**src/rtl/ram_probe_ctrl.sv**
```systemverilog
// RAM exerciser/inspector for the DE10-Lite: debounced write key, single-address pattern write,
// whole-RAM fill/verify sweep with saturating error count, and a paged hex view of one RAM word.
module ram_probe_ctrl #(
    parameter int          DATA_W          = 32,
    parameter int          ADDR_W          = 8,
    parameter int          NUM_DIGITS      = 6,
    parameter int          RD_LATENCY      = 1,
    parameter int          DEBOUNCE_CYCLES = 500000,
    parameter logic [31:0] PATTERN         = 32'h42424242
) (
    input  logic                    MAX10_CLK1_50,
    input  logic                    reset,
    input  logic                    key_write,
    input  logic [9:0]              sw,
    output logic [ADDR_W-1:0]       ram_address,
    output logic [DATA_W-1:0]       ram_data_in,
    output logic                    ram_wren,
    input  logic [DATA_W-1:0]       ram_q,
    output logic [8*NUM_DIGITS-1:0] hex_out,
    output logic [9:0]              led_out
);

    localparam int                    CNT_W     = $clog2(DEBOUNCE_CYCLES + 1);
    localparam logic [CNT_W-1:0]      CNT_LAST  = CNT_W'(DEBOUNCE_CYCLES - 1);
    localparam int                    NIBBLES   = DATA_W / 4;
    localparam logic [DATA_W-1:0]     PAT_W     = DATA_W'(PATTERN);
    localparam logic [ADDR_W-1:0]     ADDR_LAST = {ADDR_W{1'b1}};
    localparam logic [ADDR_W-1:0]     ADDR_ONE  = ADDR_W'(1'b1);
    localparam logic [RD_LATENCY-1:0] TAIL_BIT  = RD_LATENCY'(1'b1) << (RD_LATENCY - 1);
    localparam logic [6:0]            ERR_MAX   = 7'h7F;

    typedef enum logic [2:0] {
        S_IDLE   = 3'd0,
        S_SWRITE = 3'd1,
        S_FILL   = 3'd2,
        S_VERIFY = 3'd3,
        S_DONE   = 3'd4
    } state_t;

    function automatic logic [6:0] seg_glyph(input logic [3:0] n);
        logic [6:0] g;
        case (n)
            4'h0:    g = 7'h40;
            4'h1:    g = 7'h79;
            4'h2:    g = 7'h24;
            4'h3:    g = 7'h30;
            4'h4:    g = 7'h19;
            4'h5:    g = 7'h12;
            4'h6:    g = 7'h02;
            4'h7:    g = 7'h78;
            4'h8:    g = 7'h00;
            4'h9:    g = 7'h10;
            4'hA:    g = 7'h08;
            4'hB:    g = 7'h03;
            4'hC:    g = 7'h46;
            4'hD:    g = 7'h21;
            4'hE:    g = 7'h06;
            4'hF:    g = 7'h0E;
            default: g = 7'h7F;
        endcase
        return g;
    endfunction

    function automatic logic [3:0] nibble_at(input logic [DATA_W-1:0] w, input int idx);
        logic [DATA_W-1:0] sh;
        sh = w >> (4 * idx);
        return sh[3:0];
    endfunction

    logic [CNT_W-1:0]  db_cnt_q, db_cnt_d;
    logic              db_lvl_q, db_lvl_d;
    logic              db_prev_q;
    logic              press_s;

    state_t            state_q;
    logic [ADDR_W-1:0] addr_q;
    logic [ADDR_W-1:0] addr_inc_s;
    logic [DATA_W-1:0] wdata_q;
    logic              wren_q;
    logic [DATA_W-1:0] disp_q;
    logic              busy_q, pass_q, fail_q;
    logic [6:0]        err_q, err_next_s;
    logic              issuing_q, issue_s;
    logic [RD_LATENCY-1:0] vld_q;
    logic [DATA_W-1:0] exp_q [RD_LATENCY];
    logic              mismatch_s, last_cmp_s;

    // Debounce next state: any low sample restarts the count and drops the level.
    always_comb begin
        db_cnt_d = db_cnt_q;
        db_lvl_d = db_lvl_q;
        if (!key_write) begin
            db_cnt_d = '0;
            db_lvl_d = 1'b0;
        end else if (db_cnt_q == CNT_LAST) begin
            db_lvl_d = 1'b1;
        end else begin
            db_cnt_d = db_cnt_q + CNT_W'(1'b1);
        end
    end

    // Debounce state registers.
    always_ff @(posedge MAX10_CLK1_50) begin
        if (reset) begin
            db_cnt_q  <= '0;
            db_lvl_q  <= 1'b0;
            db_prev_q <= 1'b0;
        end else begin
            db_cnt_q  <= db_cnt_d;
            db_lvl_q  <= db_lvl_d;
            db_prev_q <= db_lvl_q;
        end
    end

    assign press_s    = db_lvl_q & ~db_prev_q;
    assign addr_inc_s = addr_q + ADDR_ONE;
    assign issue_s    = (state_q == S_VERIFY) && issuing_q;

    // The oldest stage of the expected-value pipeline lines up with ram_q.
    assign mismatch_s = vld_q[RD_LATENCY-1] && (ram_q != exp_q[RD_LATENCY-1]);
    assign last_cmp_s = (state_q == S_VERIFY) && !issuing_q && (vld_q == TAIL_BIT);

    // Saturating error count update for the compare happening this cycle.
    always_comb begin
        if (mismatch_s && (err_q != ERR_MAX)) begin
            err_next_s = err_q + 7'd1;
        end else begin
            err_next_s = err_q;
        end
    end

    // Main controller: address/data/enable sequencing, compare pipeline and status registers.
    always_ff @(posedge MAX10_CLK1_50) begin
        if (reset) begin
            state_q   <= S_IDLE;
            addr_q    <= '0;
            wdata_q   <= '0;
            wren_q    <= 1'b0;
            disp_q    <= '0;
            busy_q    <= 1'b0;
            pass_q    <= 1'b0;
            fail_q    <= 1'b0;
            err_q     <= 7'd0;
            issuing_q <= 1'b0;
            vld_q     <= '0;
            for (int k = 0; k < RD_LATENCY; k++) begin
                exp_q[k] <= '0;
            end
        end else begin
            vld_q    <= (vld_q << 1) | RD_LATENCY'(issue_s);
            exp_q[0] <= PAT_W ^ DATA_W'(addr_q);
            for (int k = 1; k < RD_LATENCY; k++) begin
                exp_q[k] <= exp_q[k-1];
            end

            case (state_q)
                S_IDLE: begin
                    wren_q <= 1'b0;
                    disp_q <= ram_q;
                    if (press_s && !sw[9]) begin
                        addr_q  <= sw[ADDR_W-1:0];
                        wdata_q <= PAT_W;
                        wren_q  <= 1'b1;
                        state_q <= S_SWRITE;
                    end else if (press_s && sw[9]) begin
                        addr_q  <= '0;
                        wdata_q <= PAT_W;
                        wren_q  <= 1'b1;
                        busy_q  <= 1'b1;
                        state_q <= S_FILL;
                    end else begin
                        addr_q <= sw[ADDR_W-1:0];
                    end
                end

                S_SWRITE: begin
                    wren_q  <= 1'b0;
                    addr_q  <= sw[ADDR_W-1:0];
                    state_q <= S_IDLE;
                end

                S_FILL: begin
                    if (addr_q == ADDR_LAST) begin
                        wren_q    <= 1'b0;
                        err_q     <= 7'd0;
                        addr_q    <= '0;
                        issuing_q <= 1'b1;
                        state_q   <= S_VERIFY;
                    end else begin
                        addr_q  <= addr_inc_s;
                        wdata_q <= PAT_W ^ DATA_W'(addr_inc_s);
                        wren_q  <= 1'b1;
                    end
                end

                S_VERIFY: begin
                    wren_q <= 1'b0;
                    err_q  <= err_next_s;
                    if (issuing_q) begin
                        if (addr_q == ADDR_LAST) begin
                            issuing_q <= 1'b0;
                        end else begin
                            addr_q <= addr_inc_s;
                        end
                    end
                    if (last_cmp_s) begin
                        busy_q  <= 1'b0;
                        pass_q  <= (err_next_s == 7'd0);
                        fail_q  <= (err_next_s != 7'd0);
                        disp_q  <= DATA_W'(err_next_s);
                        state_q <= S_DONE;
                    end
                end

                S_DONE: begin
                    wren_q <= 1'b0;
                    if (press_s) begin
                        pass_q  <= 1'b0;
                        fail_q  <= 1'b0;
                        state_q <= S_IDLE;
                    end
                end

                default: begin
                    wren_q  <= 1'b0;
                    busy_q  <= 1'b0;
                    state_q <= S_IDLE;
                end
            endcase
        end
    end

    assign ram_address = addr_q;
    assign ram_data_in = wdata_q;
    assign ram_wren    = wren_q;
    assign led_out     = {busy_q, pass_q, fail_q, err_q};

    // Page p shows nibbles p*NUM_DIGITS.. ; digits past the word width are dark.
    for (genvar d = 0; d < NUM_DIGITS; d++) begin : g_digit
        localparam int IDX_P0 = d;
        localparam int IDX_P1 = NUM_DIGITS + d;

        logic [3:0] nib_s;
        logic       vis_s;
        logic       dp_n_s;
        logic [7:0] digit_s;

        // Per-digit nibble select and glyph decode.
        always_comb begin
            nib_s  = 4'h0;
            vis_s  = 1'b0;
            dp_n_s = 1'b1;
            if (sw[8]) begin
                nib_s  = nibble_at(disp_q, IDX_P1);
                vis_s  = (IDX_P1 < NIBBLES);
                dp_n_s = (d != 0);
            end else begin
                nib_s  = nibble_at(disp_q, IDX_P0);
                vis_s  = (IDX_P0 < NIBBLES);
                dp_n_s = 1'b1;
            end
            if (vis_s) begin
                digit_s = {dp_n_s, seg_glyph(nib_s)};
            end else begin
                digit_s = 8'hFF;
            end
        end

        assign hex_out[8*d +: 8] = digit_s;
    end

endmodule

```
**config.mk**
```make
export PLATFORM = sky130hd
export DESIGN_NAME = ram_probe_ctrl
export DESIGN_NICKNAME = d
export VERILOG_FILES = /design/src/rtl/ram_probe_ctrl.sv
export SDC_FILE = /design/constraint.sdc
export NUM_CORES = 1
export LEC_CHECK = 0
export CAP_MARGIN = 20
export CORE_UTILIZATION = 35
export DETAILED_ROUTE_END_ITERATION = 8
export PLACE_DENSITY = 0.65
export SYNTH_ARGS = -nofsm -noshare
export SYNTH_HDL_FRONTEND = slang
export SYNTH_SLANG_ARGS = --single-unit
```
**constraint.sdc**
```tcl
create_clock -name MAX10_CLK1_50 -period 7.8 [get_ports MAX10_CLK1_50]
set_input_delay 1.95 -clock MAX10_CLK1_50 [delete_from_list [all_inputs] [get_ports MAX10_CLK1_50]]
set_output_delay 1.95 -clock MAX10_CLK1_50 [all_outputs]
set_load 0.02 [all_outputs]
```
**Word level (Yosys, flattened, before mapping)**

Memories as Yosys holds them, arrays and structs flattened.
Index checks and enable logic that the tools add are counted.

- Register bits after elaboration: 109
- Bits in writable memories: 14
- Bits in read-only memories: 672
- Input bits: 45
- Output and inout port bits: 99
- Logic and storage cells: 127
- Memories: 7

- Add/sub/neg operators: 3
- Eq/ne operators: 17
- Muxes and demuxes: 53
- Bitwise gates (word level): 6
- Reductions and logical operators: 27

Memories:

| name | words | width | rd ports | clocked after Yosys merged registers in | wr ports | line | RTL |
|---|---|---|---|---|---|---|---|
| (no name shown) | 16 | 7 | 1 | 0 | 0 | 42 | `case (n)` |
| (no name shown) | 16 | 7 | 1 | 0 | 0 | 42 |  |
| (no name shown) | 16 | 7 | 1 | 0 | 0 | 42 |  |
| (no name shown) | 16 | 7 | 1 | 0 | 0 | 42 |  |
| (no name shown) | 16 | 7 | 1 | 0 | 0 | 42 |  |
| (no name shown) | 16 | 7 | 1 | 0 | 0 | 42 |  |
| 1 more memories | n/a | n/a | n/a | n/a | n/a | n/a |  |

Operators with widths:

| operator | count |
|---|---|
| $mux W32 | 4 |
| $pmux W32 S2 | 2 |
| $mux W7 | 6 |
| $mux W8 | 5 |
| $ne A32 B32 Y1 | 1 |
| $pmux W8 S4 | 1 |
| $mux W4 | 6 |
| $add A19 B1 Y19 const B | 1 |
| $eq A19 B19 Y1 const B | 1 |
| $mux W1 | 16 |
| $ne A2 B2 Y1 const B | 8 |
| $not A2 Y8 | 2 |
| $mux W3 | 5 |
| $mux W14 | 1 |
| $pmux W7 S2 | 1 |
| $reduce_or A14 Y1 | 1 |
| $pmux W3 S4 | 1 |
| $reduce_and A3 Y1 | 3 |
| $add A8 B1 Y8 const B | 1 |
| $eq A8 B8 Y1 const B | 1 |
| $pmux W1 S2 | 4 |
| $reduce_and A4 Y1 | 2 |
| $reduce_bool A2 Y1 | 4 |
| $add A7 B1 Y7 const B | 1 |
| other kinds (17) | 28 |

**Longest topological paths before layout**

An unclocked memory read counts as a cell.

- Depth after elaboration: 8
- Depth in mapped cells: 10
- Gate-level depth less buffers: 7

**Least setup slack after synthesis**

Ideal clock, no wire load.

- Path kind: input-to-output
- Start point: input sw[8]
- End point: output hex_out[16]
- Arrival: 3.916 ns
- Data required time: 5.850 ns
- Setup slack: 1.934 ns
- Stages on the path: 8
- Path buffers: 2
- Cell sequence: clkbuf_1 -> inv_1 -> clkbuf_1 -> nand2_1 -> inv_1 -> ha_1 -> nor2b_1 -> o311ai_0

- Longest elaborated chain between the ends: 3

Ends and longest elaborated chain:

| element | line | RTL |
|---|---|---|
| from (decl) | 14 | `input logic [9:0] sw,` |
| $mux W4 | 253 | `if (sw[8]) begin` |
| $mem_v2 Z16 W7 | n/a |  |
| $mux W7 * | 262 | `if (vis_s) begin` |
| to (decl) | 19 | `output logic [8*NUM_DIGITS-1:0] hex_out,` |

Every way passes the cells marked *; elsewhere a longest branch is shown, timed or not.

**Worst setup path after layout**

- Start point: input sw[8]
- End point: output hex_out[5]

- Longest elaborated chain between the ends: 2

Ends and longest elaborated chain:

| element | line |
|---|---|
| $mux W4 | 253 |
| $mem_v2 Z16 W7 | n/a |

No other way between the ends.

==> results.ini <==
[yosys]
synth_edf_count=0
yosysSeqAreaShare_pct=30.04
synth_area_per_cell_sq_um=7.797
netlist_instances=812
yosys.area.top_type=dfxtp_1
async_flop_share_pct=0
syn_area_sq_um=6331
synthTopCellsByArea=dfxtp_1 30%, ha_1 7.7%, nor2_1 6.8%
synth_top_area_share_pct=30.04
ys_seq_elements=95
synth_cell_types=65
synth_ff_type=dfxtp_1
synth_warnings=0

[clock_tree]
cts_resized=0
cts_buffers=9
clkTransAtPathRegs_ns=0.06
root_buffer=clkbuf_16
clockBufferDepth=2
hold_buffers=0
cts_setup_buffers=0
cts.sinks=95
tritoncts=built
htreeDepth=3
clock_latency_ns=0.35

[global_routing]
track_usage_pct=18.01
overflow=0
antenna_found_initial=1
grt_pass1_wl_um=26680
grt_pass1_vias=5223
grt_max_degree=67

[detailed_routing]
firstDrtPassIters=5
wl_per_cell_um=14.93
viasPerCell=5.290
routed_wl_um=16710
drtIter0Drc=339
drc=0
ant_nets=0
num_vias=5920

[power]
finalPower_mw=1.207
ir_drop_mv=0.08297
p_per_area_nw_per_um2=155.6
leakage_nw=3.073

[placed_design]
place_inst=1105
dp_slack_ns=1.210
gp_congestion=0.8560
numPortBuffers=120
place_area_sq_um=7503
place_hpwl_um=12070

[worst_setup_path]
crit_top_cell=clkdlybuf4s50_1
crit_buf_inv=4
start_kind=primary input
worstPathArrival_ns=4.69
crit_slowest_cell=mux2i_1
crit_path_max_fanout=28
cp.required_ns=5.85
path_delay_family=buffers and inverters
cpPeakStageDelay_ns=0.54
setup.worst_path.end_class=output pin
cp_cell_sequence=clkdlybuf4s50_1 > buf_4 > mux2i_1 > inv_1 > ha_1 > nand2_1 > o21ai_0 > a22o_1 > clkdlybuf4s50_1
critPathKind=in2out

[run_status]
outcome=complete, no violations

[timing]
setup_ws_ns=1.162
final-setup-viol-count=0
slew_headroom_pct=37.55
fmax_ghz=0.1507
period_needed_ns=6.638
hold_viol=0
hold_slack_ns=0.4614
clock_skew_ns=0.007956
setup_tns_ns=0
worstMarginPinSlew_ns=0.9367
rsz0062_at_grt=no
slew_viol_final=0
timing.final.crit_share_pct=85.10

[final_layout]
design_area_sq_um=7757
stdcell_count=1119
multi_input_area_sq_um=3985
final_layout_size_suffix_gt1_share_pct=4.362
antenna_cells=0
utilization_pct=44.39
seq_area_sq_um=1902
syn2layout_area_growth_pct=22.53
nFillCells=1762
nets=975

[die]
placementRows=48
core_area_sq_um=17480
io_pins=144
initial_core_util_pct=36.23
fp.dieW_um=136.5
dieArea_sq_um=18630
die_y_um=136.5

[flow_run]
cap_violations=0

[min_path]
min_path_type=reg2reg

## metal layers
layer  GRT usage [%]  vias up  wire [um]
met3           2.556       12       1041
li1                -     2973          -
met2           27.92      156       7424
met4           5.432        0        173
met5               0        -          0
met1           25.65     2779       8065
## cell usage in the layout, fill, tap and decap left out, types with 11 or more instances in the layout
cell type,n
a211oi_1,11
a21oi_1,62
and3_1,30
clkdlybuf4s50_1,119
conb_1,23
dfxtp_1,95
ha_1,39
inv_1,24
mux2i_1,26
nand2_1,68
nand2b_1,14
nand3_1,27
nor2_1,115
nor2b_1,13
nor3_1,22
o21ai_0,31
xnor2_1,11
xor2_1,18
## synth_stat cells, types with 18 or more instances
cell type,n
ha_1,39
buf_4,32
clkbuf_1,36
and3_1,30
mux2i_1,26
inv_1,24
xor2_1,18
nor3_1,23
nand3_1,27
dfxtp_1,95
nand2_1,68
o21ai_0,31
nor2_1,115
a21oi_1,62
## state kept, by name, summed over array words and instances, names as in the netlist, 3 cells and up
name / count
db_cnt_q: 19
disp_q: 32
err_q: 7
exp_q: 9
ram_address: 8
ram_data_in: 9
state_q: 3
## worst min-delay path, delay by kind of cell, from the launching register on
kind,cells,cell delay [ns]
AO/OA/AOI/OAI,1,0.05
AND/OR/NAND/NOR,1,0.05
flip-flops,1,0.31
## area by class of cell
cell class | instances | share of cell area, %
clock buffers | 11 | 3.000
clock inverters | 3 | 0.2742
inverters | 25 | 1.210
multi-input cells | 634 | 51.37
flip-flops and latches | 95 | 24.52
well taps | 225 | 3.629
repair buffers | 126 | 16.00
## power breakdown
part,switching [mW],leakage [nW],internal (mW)
Clock,0.182,0.122,0.213
Sequential,0.0265,0.778,0.504
Combinational,0.152,2.17,0.130
Total,0.360,3.07,0.847
## path summary, 6_finish.rpt
| path | from | endpoint | slack [ns] | cells past startpoint |
|---|---|---|---|---|
| hold / removal | ram_data_in[5] | ram_data_in[5] | 0.46 | 2 |
| hold reg to reg | ram_data_in[5] | ram_data_in[5] | 0.46 | 2 |
| setup reg to reg | state_q[1] | disp_q[2] | 4.97 | 7 |
| setup / recovery | sw[8] | hex_out[5] | 1.16 | 9 |
## cells by family after synthesis
kind of cell             after synthesis  share of synthesized area, %
AO/OA/AOI/OAI                        173                         17.87
XOR/XNOR                              29                         4.012
adder cells (fa/ha/maj)               39                         7.708
buffers and inverters                104                         8.340
flip-flops                            95                         30.04
multiplexers                          35                         6.482
other                                  2                        0.1186
AND/OR/NAND/NOR                      335                         25.43
(Power assumes the default switching activity.)
